$ cat src/rtl/axi_full_burst_master.sv
// AXI4-full self-test initiator: writes NUM_BURSTS INCR bursts of a counting pattern, then reads them back and compares.
// One transaction outstanding at a time; each channel waits on its partner's READY/VALID, with no bubble between beats.
module axi_full_burst_master #(
    parameter int C_M_AXI_ADDR_WIDTH = 32,
    parameter int C_M_AXI_DATA_WIDTH = 32,
    parameter int BURST_LEN  = 8,
    parameter int NUM_BURSTS = 4,
    parameter logic [C_M_AXI_ADDR_WIDTH-1:0] TARGET_BASE = '0
) (
    input  logic                              ACLK,
    input  logic                              ARESETN,
    input  logic                              start,
    output logic                              busy,
    output logic                              done,
    output logic                              error,
    output logic [7:0]                        err_count,
    output logic [C_M_AXI_ADDR_WIDTH-1:0]     M_AXI_AWADDR,
    output logic [7:0]                        M_AXI_AWLEN,
    output logic [2:0]                        M_AXI_AWSIZE,
    output logic [1:0]                        M_AXI_AWBURST,
    output logic                              M_AXI_AWVALID,
    input  logic                              M_AXI_AWREADY,
    output logic [C_M_AXI_DATA_WIDTH-1:0]     M_AXI_WDATA,
    output logic [C_M_AXI_DATA_WIDTH/8-1:0]   M_AXI_WSTRB,
    output logic                              M_AXI_WLAST,
    output logic                              M_AXI_WVALID,
    input  logic                              M_AXI_WREADY,
    input  logic [1:0]                        M_AXI_BRESP,
    input  logic                              M_AXI_BVALID,
    output logic                              M_AXI_BREADY,
    output logic [C_M_AXI_ADDR_WIDTH-1:0]     M_AXI_ARADDR,
    output logic [7:0]                        M_AXI_ARLEN,
    output logic [2:0]                        M_AXI_ARSIZE,
    output logic [1:0]                        M_AXI_ARBURST,
    output logic                              M_AXI_ARVALID,
    input  logic                              M_AXI_ARREADY,
    input  logic [C_M_AXI_DATA_WIDTH-1:0]     M_AXI_RDATA,
    input  logic [1:0]                        M_AXI_RRESP,
    input  logic                              M_AXI_RLAST,
    input  logic                              M_AXI_RVALID,
    output logic                              M_AXI_RREADY
);
    localparam int AW = C_M_AXI_ADDR_WIDTH;
    localparam int DW = C_M_AXI_DATA_WIDTH;
    localparam logic [7:0]    LAST_BEAT   = 8'(BURST_LEN - 1);
    localparam logic [7:0]    LAST_BURST  = 8'(NUM_BURSTS - 1);
    localparam logic [AW-1:0] BURST_BYTES = AW'(BURST_LEN * (DW / 8));

    typedef enum logic [2:0] {
        S_IDLE, S_W_ADDR, S_W_DATA, S_W_RESP, S_R_ADDR, S_R_DATA, S_DONE
    } state_t;

    state_t        state, state_nxt;
    logic [7:0]    burst, beat;
    logic [AW-1:0] burst_addr;
    logic [DW-1:0] pattern;
    logic          beat_last, burst_last;

    // Address wraps modulo 2^AW; the pattern is the 1-based global beat number.
    assign burst_addr = TARGET_BASE + AW'(burst) * BURST_BYTES;
    assign pattern    = DW'(burst) * DW'(BURST_LEN) + DW'(beat) + DW'(1);
    assign beat_last  = (beat == LAST_BEAT);
    assign burst_last = (burst == LAST_BURST);

    assign M_AXI_AWLEN   = LAST_BEAT;
    assign M_AXI_ARLEN   = LAST_BEAT;
    assign M_AXI_AWSIZE  = 3'($clog2(DW / 8));
    assign M_AXI_ARSIZE  = 3'($clog2(DW / 8));
    assign M_AXI_AWBURST = 2'b01;
    assign M_AXI_ARBURST = 2'b01;
    assign M_AXI_WSTRB   = '1;
    assign busy          = (state != S_IDLE);

    always_ff @(posedge ACLK) begin
        if (!ARESETN) state <= S_IDLE;
        else          state <= state_nxt;
    end

    always_comb begin
        state_nxt     = state;
        M_AXI_AWVALID = 1'b0;
        M_AXI_AWADDR  = '0;
        M_AXI_WVALID  = 1'b0;
        M_AXI_WDATA   = '0;
        M_AXI_WLAST   = 1'b0;
        M_AXI_BREADY  = 1'b0;
        M_AXI_ARVALID = 1'b0;
        M_AXI_ARADDR  = '0;
        M_AXI_RREADY  = 1'b0;
        case (state)
            S_IDLE:   if (start) state_nxt = S_W_ADDR;
            S_W_ADDR: begin
                M_AXI_AWVALID = 1'b1;
                M_AXI_AWADDR  = burst_addr;
                if (M_AXI_AWREADY) state_nxt = S_W_DATA;
            end
            S_W_DATA: begin
                M_AXI_WVALID = 1'b1;
                M_AXI_WDATA  = pattern;
                M_AXI_WLAST  = beat_last;
                if (M_AXI_WREADY && beat_last) state_nxt = S_W_RESP;
            end
            S_W_RESP: begin
                M_AXI_BREADY = 1'b1;
                if (M_AXI_BVALID) state_nxt = burst_last ? S_R_ADDR : S_W_ADDR;
            end
            S_R_ADDR: begin
                M_AXI_ARVALID = 1'b1;
                M_AXI_ARADDR  = burst_addr;
                if (M_AXI_ARREADY) state_nxt = S_R_DATA;
            end
            S_R_DATA: begin
                M_AXI_RREADY = 1'b1;
                if (M_AXI_RVALID && beat_last) state_nxt = burst_last ? S_DONE : S_R_ADDR;
            end
            S_DONE:   state_nxt = S_IDLE;
            default:  state_nxt = S_IDLE;
        endcase
    end

    always_ff @(posedge ACLK) begin
        if (!ARESETN) begin
            burst     <= '0;
            beat      <= '0;
            done      <= 1'b0;
            error     <= 1'b0;
            err_count <= '0;
        end else begin
            case (state)
                S_IDLE: if (start) begin
                    burst     <= '0;
                    beat      <= '0;
                    done      <= 1'b0;
                    error     <= 1'b0;
                    err_count <= '0;
                end
                S_W_DATA: if (M_AXI_WREADY) beat <= beat_last ? 8'd0 : beat + 8'd1;
                S_W_RESP: if (M_AXI_BVALID) begin
                    if (M_AXI_BRESP != 2'b00) error <= 1'b1;
                    burst <= burst_last ? 8'd0 : burst + 8'd1;
                end
                // The burst always ends on the internal beat count; a wrong RLAST only flags an error.
                S_R_DATA: if (M_AXI_RVALID) begin
                    if (M_AXI_RDATA != pattern) begin
                        error <= 1'b1;
                        if (err_count != 8'hFF) err_count <= err_count + 8'd1;
                    end
                    if (M_AXI_RRESP != 2'b00 || M_AXI_RLAST != beat_last) error <= 1'b1;
                    beat <= beat_last ? 8'd0 : beat + 8'd1;
                    if (beat_last) burst <= burst_last ? 8'd0 : burst + 8'd1;
                end
                S_DONE: done <= 1'b1;
                default: ;
            endcase
        end
    end
endmodule

$ cat config.mk
export PLATFORM = sky130hd
export DESIGN_NAME = axi_full_burst_master
export DESIGN_NICKNAME = d
export VERILOG_FILES = /design/src/rtl/axi_full_burst_master.sv
export SDC_FILE = /design/constraint.sdc
export NUM_CORES = 1
export LEC_CHECK = 0
export ABC_AREA = 1
export BUFFER_PORTS_ARGS = -buffer_cell sky130_fd_sc_hd__buf_2
export CAP_MARGIN = 20
export CORE_ASPECT_RATIO = 1.1
export CORE_MARGIN = 5
export CORE_UTILIZATION = 46
export CTS_BUF_LIST = sky130_fd_sc_hd__clkbuf_2
export CTS_CLUSTER_SIZE = 20
export DETAILED_ROUTE_END_ITERATION = 10
export GPL_ROUTABILITY_DRIVEN = 0
export HOLD_SLACK_MARGIN = 0.1
export PLACE_DENSITY = 0.83
export SLEW_MARGIN = 10
export SYNTH_ARGS = -nofsm -noshare
export SYNTH_HDL_FRONTEND = slang
export SYNTH_SLANG_ARGS = --single-unit
$ cat constraint.sdc
create_clock -name ACLK -period 2.3 [get_ports ACLK]
set_input_delay 0.69 -clock ACLK [delete_from_list [all_inputs] [get_ports ACLK]]
set_output_delay 0.69 -clock ACLK [all_outputs]
set_load 0.03 [all_outputs]
==> flow_metrics.env <==
export IMPL_power_switching_uw=1910
export IMPL_grt_pass1_vias=3366
export IMPL_fp_dieH_um=98.8
export IMPL_initial_core_util_pct=47.1
export IMPL_p_int_uw=1590
export IMPL_synth_compound_area_share_pct=9.49
export IMPL_clockPowerShare_pct=7.7
export IMPL_fin_worst_skew_ps=16.8
export IMPL_crit_arrival_ps=1970
export IMPL_grt_overflow_total=0
export IMPL_setup_viol=17
export IMPL_p_sw_share_pct=54.6
export IMPL_clk_pin_slew_worst_paths_ps=150
export IMPL_cts_root_buf="clkbuf_2"
export IMPL_core_rowCount=32
export IMPL_syn_avg_cell_area_um2=6.19
export IMPL_drc_errors=0
export IMPL_synth_top_family_by_area="simple AND/OR/NAND/NOR gates"
export IMPL_grt_max_degree=16
export IMPL_wl_mm=11.3
export IMPL_ys_types=42
export IMPL_synth_mux_area_share_pct=0
export IMPL_cp_max_fo=4
export IMPL_cts_hold_buf=0
export IMPL_synthTopCellsByArea="buf_4 23%, dfxtp_1 18%, nand2_1 11%"
export IMPL_final_util_pct=63.9
export IMPL_cts_sinks=29
export IMPL_cp_required_ps=1610
export IMPL_power_density_nw_per_um2=780
export IMPL_core_um2=7010
export IMPL_avgRoutedWirePerCell_um=14.9
export IMPL_track_usage_pct=19.8
export IMPL_status="finished with violations"
export IMPL_vias_per_cell=5.12
export IMPL_netlist_area_leader_share_pct=23.0
export IMPL_insertion_delay_ps=370
export IMPL_p_leak_uw=0.00221
export IMPL_min_period_ps=2660
export IMPL_cts_htree_levels=2
export IMPL_finalCritPeriodShare_pct=116
export IMPL_ios=188
export IMPL_die_area_um2=8960
export IMPL_vias=3872
export IMPL_criticalPathCategory="reg2out"
export IMPL_synth_edf_count=0
export IMPL_fillers=555
export IMPL_dieWidth_um=90.7
export IMPL_drt_iter0_drc=364
export IMPL_synthAdderAreaFrac_pct=3.04
export IMPL_syn_area_um2=3300
export IMPL_cp_start_kind="flop"
export IMPL_synth_simple_gate_area_share_pct=36.6
export IMPL_rsz0062_at_grt="true"
export IMPL_antenna_found_initial=1
export IMPL_first_pass_iters=5
export IMPL_io_buffers=89
export IMPL_fmax_mhz=376
export IMPL_seqPwrFrac_pct=22.1
export IMPL_yosysTopAreaCell="buf_4"
export IMPL_worst_slew_pin_slew_ps=948
export IMPL_synthArstFlopShare_pct=0
export IMPL_numPlacedInstances=724
export IMPL_layout_area_overhead_vs_synth_pct=35.7
export IMPL_synth_common_cells="101 x buf_4, 98 x nand2_1, 67 x nor2_1"
export IMPL_drive_above_1_share_pct=43.0
export IMPL_violations="setup timing"
export IMPL_seq_area_frac_synth_pct=17.6
export IMPL_ys_flop_type="dfxtp_1"
export IMPL_synthCells=533
export IMPL_maxSlewViolCount=0
export IMPL_synthXorXnorAreaFrac_pct=1.33
export IMPL_ys_seq_elements=29
export IMPL_num_nets_final=722
export IMPL_cts_buffer_depth=2
export IMPL_grt_first_pass_wirelength_mm=15.1
export IMPL_dp_hpwl_mm=7.24
export IMPL_relSlewSlack_pct=36.8
export IMPL_fin_ws_ps=-358
export IMPL_hold_viol_final=0
export IMPL_maxCapViolations=0
export IMPL_numCtsBuffers=5
export IMPL_worst_setup_path_end_kind="output pin"
export IMPL_worstHoldPathType="reg2reg"
export IMPL_synth_most_common_cell="buf_4"
export IMPL_fin_cells=756
export IMPL_peakVddDrop_uv=714
export IMPL_ant_nets=0
export IMPL_yosysWarnings=0
export IMPL_cts_tree="done"
export IMPL_combPwrFrac_pct=70.2
[cells by family after synthesis]
| family | count (synthesis) |
|---|---|
| other | 2 |
| AND/OR/NAND/NOR | 260 |
| buffers and inverters | 174 |
| XOR/XNOR | 5 |
| AO/OA/AOI/OAI | 55 |
| adder cells (fa/ha/maj) | 8 |
| flip-flops | 29 |
[metal layers]
metal	GRT usage, %	up-vias	share of wire (%)	routed length [um]
met5	0	-	0	0
met4	10.1	0	4.2	471
met3	2.90	47	9.2	1040
met2	35.9	271	51	5690
met1	22.3	1777	36	4060
li1	-	1777	-	-
[stage by stage]
stage	setup slack (ps)	hold WS [ps]	setup TNS, ps	power (uW)	cell area [um^2]
after floorplan	-77.1	456	-231	2320	3710
after CTS	-215	466	-1300	3110	4060
after global routing	-481	494	-4500	3710	4480
after global placement	-42.1	442	-77.9	2690	3690
after detailed placement	-103	445	-577	2760	3690
final	-358	466	-3100	3490	4480
[path summary, 6_finish.rpt]
path	from	end	slack, ps	depth (start not counted)
worst max-delay path	burst[1]$_SDFFE_PN0P_	M_AXI_WDATA[7]	-360	7
worst min-delay path	error$_SDFFE_PN0P_	error$_SDFFE_PN0P_	470	2
worst min register to register	error$_SDFFE_PN0P_	error$_SDFFE_PN0P_	470	2
worst max register to register	burst[2]$_SDFFE_PN0P_	err_count[7]$_SDFFE_PN0P_	-140	17
[power by group through the flow]
stage	combinational (uW)	sequential (uW)	clock (uW)
after floorplan	1480	844	0
after global placement	1970	723	0
after detailed placement	2030	730	0
after CTS	2110	735	266
after global routing	2630	784	297
final	2450	772	270
[flip-flops by register name, indices dropped and copies added (netlist names)]
name       flops
error          1
beat           8
state          3
done           1
err_count      8
burst          8
[layout by cell type (no fill, tap or decap), types with 7 or more instances in the layout]
cell type	synthesis	final
a21oi_2	1	14
o21ai_0	10	10
clkbuf_2	0	8
nor3_1	11	11
inv_1	61	51
buf_4	101	41
nand3b_1	7	7
buf_6	1	18
a21oi_1	29	12
nand3_1	35	22
nand4_1	11	11
inv_2	5	14
nand2_1	98	73
dfxtp_1	29	13
buf_2	1	73
conb_1	2	98
nor2_1	67	44
nor2_2	3	22
nand2_2	8	26
dfxtp_2	0	10
nand3_2	4	15
[area by class of cell]
class | count | area [um^2] | share of cell area, %
well taps | 85 | 106 | 2.38
diodes | 1 | 2.50 | 0.0559
inverters | 69 | 272 | 6.07
clock buffers | 8 | 40.0 | 0.895
repair inverters | 1 | 5.00 | 0.112
flip-flops and latches | 29 | 616 | 13.8
multi-input cells | 427 | 2500 | 55.8
repair buffers | 136 | 936 | 20.9
[worst max-delay path, cell delays in order (launching register included)]
cell and delay, ps:
dfxtp_4 390, ha_4 270, a21oi_4 210, buf_6 140, o21a_1 170, nand3_2 110, a21oi_2 170, buf_6 150
[what timing repair did]
action	CTS	global route
setup buffers	9	12
pin swaps	15	32
setup endpoints to repair	34	39
hold endpoints to repair	0	0
resized for setup	75	88
cloned	0	3
(Power assumes the default switching activity.)
